### src/rtl/monkey_dropper.sv
// Monkey placement controller: arms on a shop request, previews a ghost under the cursor,
// and commits on a fresh left-click at a legal, affordable spot. All outputs are registered.
module monkey_dropper #(
  parameter int COST    = 250,
  parameter int RADIUS  = 10,
  parameter int MAP_MAX = 479,
  parameter int PATH_Y0 = 220,
  parameter int PATH_Y1 = 260
) (
  input  logic       Clk,
  input  logic       reset,
  input  logic       mpready,
  input  logic [9:0] MouseX,
  input  logic [9:0] MouseY,
  input  logic [7:0] keycode,
  input  logic [9:0] money,
  output logic       placed,
  output logic [9:0] monkey_x,
  output logic [9:0] monkey_y,
  output logic       ghost_on,
  output logic       ghost_ok,
  output logic       debit
);

  localparam logic [10:0] EDGE_LO = 11'(RADIUS);
  localparam logic [10:0] EDGE_HI = 11'(MAP_MAX - RADIUS);
  localparam logic [10:0] BAND_LO = 11'((PATH_Y0 > RADIUS) ? (PATH_Y0 - RADIUS) : 0);
  localparam logic [10:0] BAND_HI = 11'(PATH_Y1 + RADIUS);
  localparam logic [10:0] COST_W  = 11'(COST);

  typedef enum logic [2:0] {IDLE, ARM, DRAG, COMMIT, PLACED} state_t;

  state_t      state_q, state_d;
  logic        click_prev_q;
  logic        placed_q, debit_q, ghost_on_q, ghost_ok_q;
  logic [9:0]  mon_x_q, mon_y_q;

  logic        click, press, pos_ok, funds_ok;
  logic [10:0] mx_w, my_w, money_w;

  assign mx_w    = {1'b0, MouseX};
  assign my_w    = {1'b0, MouseY};
  assign money_w = {1'b0, money};

  assign click    = (keycode == 8'h01);
  assign press    = click && !click_prev_q;
  assign funds_ok = (money_w >= COST_W);
  // Widened compares keep the band and edge limits free of wrap-around.
  assign pos_ok   = (mx_w >= EDGE_LO) && (mx_w <= EDGE_HI) &&
                    (my_w >= EDGE_LO) && (my_w <= EDGE_HI) &&
                    !((my_w >= BAND_LO) && (my_w <= BAND_HI));

  always_comb begin
    state_d = state_q;
    case (state_q)
      IDLE:    if (mpready) state_d = ARM;
      ARM: begin
        // Wait for the shop's own click to be released before dragging.
        if (!mpready)    state_d = IDLE;
        else if (!click) state_d = DRAG;
      end
      DRAG: begin
        if (!mpready)                         state_d = IDLE;
        else if (press && pos_ok && funds_ok) state_d = COMMIT;
      end
      COMMIT:  state_d = PLACED;
      PLACED:  state_d = PLACED;
      default: state_d = IDLE;
    endcase
  end

  always_ff @(posedge Clk) begin
    if (reset) begin
      state_q      <= IDLE;
      click_prev_q <= 1'b0;
      placed_q     <= 1'b0;
      debit_q      <= 1'b0;
      ghost_on_q   <= 1'b0;
      ghost_ok_q   <= 1'b0;
      mon_x_q      <= '0;
      mon_y_q      <= '0;
    end else begin
      state_q      <= state_d;
      click_prev_q <= click;
      ghost_on_q   <= (state_d == DRAG);
      ghost_ok_q   <= (state_d == DRAG) && pos_ok && funds_ok;
      debit_q      <= (state_d == COMMIT);
      placed_q     <= (state_d == PLACED);
      // Tracks the cursor while dragging, including the committing edge, then holds.
      if (state_q == DRAG) begin
        mon_x_q <= MouseX;
        mon_y_q <= MouseY;
      end
    end
  end

  assign placed   = placed_q;
  assign debit    = debit_q;
  assign ghost_on = ghost_on_q;
  assign ghost_ok = ghost_ok_q;
  assign monkey_x = mon_x_q;
  assign monkey_y = mon_y_q;

endmodule

### config.mk
export PLATFORM = sky130hd
export DESIGN_NAME = monkey_dropper
export DESIGN_NICKNAME = d
export VERILOG_FILES = /design/src/rtl/monkey_dropper.sv
export SDC_FILE = /design/constraint.sdc
export NUM_CORES = 1
export LEC_CHECK = 0
export ABC_AREA = 0
export ABC_CLOCK_PERIOD_IN_PS = 2200
export BUFFER_PORTS_ARGS = -buffer_cell sky130_fd_sc_hd__buf_2
export CAP_MARGIN = 10
export CORE_UTILIZATION = 28
export DETAILED_ROUTE_END_ITERATION = 6
export PLACE_DENSITY = 0.62
export SLEW_MARGIN = 20
export SYNTH_ARGS = -nofsm -noshare
export SYNTH_HDL_FRONTEND = slang
export SYNTH_SLANG_ARGS = --single-unit
### constraint.sdc
create_clock -name Clk -period 2.2 [get_ports Clk]
set_input_delay 0 -clock Clk [delete_from_list [all_inputs] [get_ports Clk]]
set_output_delay 0 -clock Clk [all_outputs]
set_load 0.005 [all_outputs]
Yosys cells after proc, flatten, opt, wreduce, memory -nomap -nowiden
Index checks and enable logic that the tools add are counted.

word-level totals
  input port bits = 41
  word-level logic and storage cells = 43
  output and inout bits = 24
  register bits = 28

operators by class
  multiplexer cells = 6
  equal/unequal tests = 8
  $lt $le $gt $ge = 7
  reduce and logical (&&, ||, !) cells = 14

operators with widths
  cell                                                                                   count
  10-bit by 9-bit less-or-equal comparator with 1-bit output (second input constant)     3
  10-bit by 4-bit greater-or-equal comparator with 1-bit output (second input constant)  2
  10-bit by 8-bit greater-or-equal comparator with 1-bit output (second input constant)  2
  3-bit 2-to-1 mux                                                                       5
  3-bit by 2-bit == test with 1-bit output (second input constant)                       4
  3-bit case mux with 4 select lines                                                     1
  1-bit logical AND                                                                      10
  8-bit by 1-bit == test with 1-bit output (second input constant)                       1
  3-bit == test (second input constant)                                                  2
  3-bit by 1-bit == test with 1-bit output (second input constant)                       1
  3-bit zero test                                                                        1
  1-bit zero test                                                                        2
  2-bit OR reduction                                                                     1

Logic depth before layout (Yosys ltp)
  depth after elaboration = 13
  gate-level depth with buffers = 5
  depth with buffers taken out = 5

Worst setup path before layout
Ideal clock, no wire load.

  kind = reg-to-reg
  start = register state_q[1]
  end = register ghost_on_q (netlist: ghost_on)
  required time = 2085 ps
  path buffers = 0
  data arrival time = 1178 ps
  setup time = 115 ps
  setup slack = 907 ps
  stages on the path, launching flop included = 6
  clock period less this slack = 1293 ps
  path through = dfxtp_1 nor3b_1 nand2_1 nor3_1 nand3_1 o21ba_1

between the ends
  cells in the longest elaborated chain, start to end = 4
  elaborated cells on any way between the ends = 13
  those cells by class = eq/ne: 5; mux: 6; reduce/logical: 2

RTL lines
  what                                                        RTL line  text
  start: declaration                                          33        state_t state_q, state_d;
  start signal: assignment                                    83        state_q <= state_d;
  3-bit == test, or another cell as far along                 55        case (state_q)
  2-bit OR reduction (no line), or another cell as far along  n/a
  3-bit case mux with 4 select lines *                        55
  3-bit by 2-bit == test with 1-bit output *                  85        ghost_on_q <= (state_d == DRAG);
  end signal: assignment                                      85
  end: declaration                                            35        logic placed_q, debit_q, ghost_on_q, ghost_ok_q;

Every way passes the cells marked *; elsewhere a longest branch is shown, timed or not.
A chain may end at the register's enable or synchronous reset.

Worst setup path in the final report
  start = register state_q[1]
  end = register mon_x_q[9] (netlist: monkey_x[9])

between the ends
  cells in the longest elaborated chain, start to end = 1

RTL lines
  what                                      RTL line  text
  3-bit by 2-bit == test with 1-bit output  90        if (state_q == DRAG) begin
  end signal: assignment                    91        mon_x_q <= MouseX;
  end: declaration                          36        logic [9:0] mon_x_q, mon_y_q;

No other way between the ends.

==> flow_summary.ini <==
[power]
irDropWorstVdd_v = 0.000209
p_per_area_nw_per_um2 = 545
seqPwrFrac = 0.529
power.switching_mw = 0.236
p_leak_nw = 0.801
internal_power_mw = 0.756
power_mw = 0.991
comb_power_share = 0.147
p_clk_frac = 0.324
swShare = 0.238

[cells_and_area]
drive_gt1_frac = 0.343
syn_to_final_growth_pct = 53.4
mostFrequentLayoutCells = buf_2 (63), nand2_1 (48), dfxtp_1 (28)
diodes = 0
fill_cells = 411
final_common_cell = buf_2
fin_nets = 272

[timing]
hold_viol_final = 0
relSlewSlack = 0.683
tns_ns = 0
setup_violations = 0
finalCritPeriodShare = 0.658
maxSlewViolCount = 0
fin_crit_ns = 1.45
fin_ws_ns = 0.752
fmax_mhz = 691
finalClockSkew_ns = 0.00351
rsz0062_at_grt = false
worst_pin_slew_ns = 0.476

[run]
max_cap_violations = 0

[clock_tree]
root_buffer = clkbuf_8
cts.sinks = 28
tritoncts = built
clk_path_buf_depth = 2
htree_levels = 1
clk_pin_slew_worst_paths_ns = 0.10
clk_latency_ns = 0.27
cts_buffers = 3
post_cts_buffers = 0

[synth]
syn_area_sq_um = 1180
syn-instance-count = 147
syn-num-nets = 188
syn_avg_cell_area_sq_um = 8.06
synth-seq-area-share = 0.473
synth_xor_area_frac = 0
synth_top_family_by_area = simple AND/OR/NAND/NOR gates
synth_top_area_share = 0.473
ys_warn_count = 0
synthMuxAreaShare = 0.00845
synth_area_leaders = dfxtp_1 (47%), nand2_1 (15%), a21oi_1 (10%)
ys_ff_latch = 28
synthAdderAreaFrac = 0.00950
ys_types = 29
synth_largest_area_cell = dfxtp_1
synth_compound_area_frac = 0.171
synth-simple-area-share = 0.313

[setup_path]
critical_path.top_delay_family = simple AND/OR/NAND/NOR gates
critPathMaxStageDelay_ns = 0.68
r2r_start = state_q[1]
cp.arrival_ns = 1.60
path_cells = or3b_2 > nand2_1 > a21oi_1
path_class = reg -> reg
cp.required_ns = 2.35
crit_buf_inv = 0
cp-start-kind = flip-flop
cp_max_fo = 20
slowest_stage = or3b_2
startpoint = state_q[1]
endpoint_kind = flip-flop

[placement]
hpwl_mm = 2.26
routabilityCongestion = 0.733
portBuffers = 63
place_ws_ns = 0.753

[floorplan]
initial_core_util = 0.294
coreArea_sq_um = 4030
ios = 65
die_h_microns = 67.1
die_area_sq_um = 4500
rows = 23
die_x_microns = 67.1

[status]
status = finished, final reports clean

[hold_path]
hp-start = keycode[5]
min-delay-path-class = in -> reg

[global_route]
grt_util_all_layers = 0.155
grt_pass1_wl_mm = 5.20
grt_pass1_vias = 1132
grt_max_degree = 25
grt_overflow_total = 0
antenna_found_initial = 0

[route]
dr.pass1.iters = 4
vias = 1285
via_per_inst = 4.59
postRouteAntennaNets = 0
wl_per_cell_microns = 11.9
drt-initial-drc-count = 58
finalWirelength_mm = 3.32
post-route-drc-count = 0
[cells in the mapped netlist (all sizes together)]
master  count
nand2      49
dfxtp      28
a21oi      24
nor2        9
clkbuf      6
nor3        4
nand3       3
o21ai       3
inv         2
nand3b      2
nor3b       2
nor4        2
o31ai       2
a211oi      1
a21bo       1
a311oi      1
a31oi       1
maj3        1
mux2i       1
nand4       1
nor4b       1
o21ba       1
or3b        1
or4b        1
[state kept, by name (all words and copies together), names as in the netlist]
| name | flops |
|---|---|
| click_prev_q | 1 |
| state_q | 3 |
| monkey_x | 10 |
| placed | 1 |
| ghost_ok | 1 |
| debit | 1 |
| monkey_y | 10 |
| ghost_on | 1 |
[area by class of cell]
class	count	area (sq um)	share of cell area
tap	50	62.6	0.0344
sequential	28	561	0.308
inverter	2	7.51	0.00413
clock buffer	4	55.1	0.0303
multi-input combinational	111	599	0.330
timing repair buffer	85	533	0.293
[power by group through the flow]
| stage | combinational (mW) | sequential (mW) | clock, mW |
|---|---|---|---|
| detailed placement | 0.118 | 0.536 | 0 |
| finish | 0.146 | 0.525 | 0.321 |
| global route | 0.163 | 0.526 | 0.356 |
| global placement | 0.116 | 0.536 | 0 |
| CTS | 0.146 | 0.525 | 0.335 |
| floorplan | 0.0479 | 0.536 | 0 |
[routing by layer]
layer | part of all wire | up-vias | GRT usage
met5 | 0 | - | 0
met4 | 0.011 | 0 | 0.0479
met3 | 0.052 | 6 | 0.0274
met2 | 0.49 | 36 | 0.266
met1 | 0.45 | 574 | 0.193
li1 | - | 669 | -
[logic make-up (layout without fill, tap and decap cells)]
logic type	count (synthesis)	after routing
AO/OA/AOI/OAI	34	34
adder cells (fa/ha/maj)	1	1
buffers and inverters	8	91
AND/OR/NAND/NOR	75	75
flip-flops	28	28
multiplexers	1	1
[through the flow]
step / hold slack [ns] / utilization / cells / instance area (sq um)
3_3_place_gp: 0.246 / 0.385 / 255 / 1550
6_report: 0.00757 / 0.451 / 280 / 1820
3_5_place_dp: 0.254 / 0.385 / 255 / 1550
5_1_grt: 0.0243 / 0.451 / 280 / 1820
2_1_floorplan: 0.0691 / - / 147 / 1180
4_1_cts: 0.00360 / 0.451 / 280 / 1820
[worst paths after layout]
path                        to  slack [ns]  depth (start not counted)
hold reg to reg    monkey_x[5]        0.46                          2
setup / recovery   monkey_x[9]        0.75                          3
hold / removal    click_prev_q       0.008                          4
setup reg to reg   monkey_x[9]        0.75                          3
[worst reg2reg max path, delay by kind of cell (launching register included)]
| kind | cells | cell delay, ns |
|---|---|---|
| AOI/OAI and AO/OA | 1 | 0.07 |
| DFF | 1 | 0.43 |
| and+or+nand+nor | 2 | 0.82 |
[timing repair]
item / 4_1_cts / 5_1_grt
setup endpoints to repair: 0 / 0
hold buffers: 21 / 0
gates resized for setup: 0 / 0
hold endpoints to repair: 21 / 0
(Power assumes the default switching activity.)
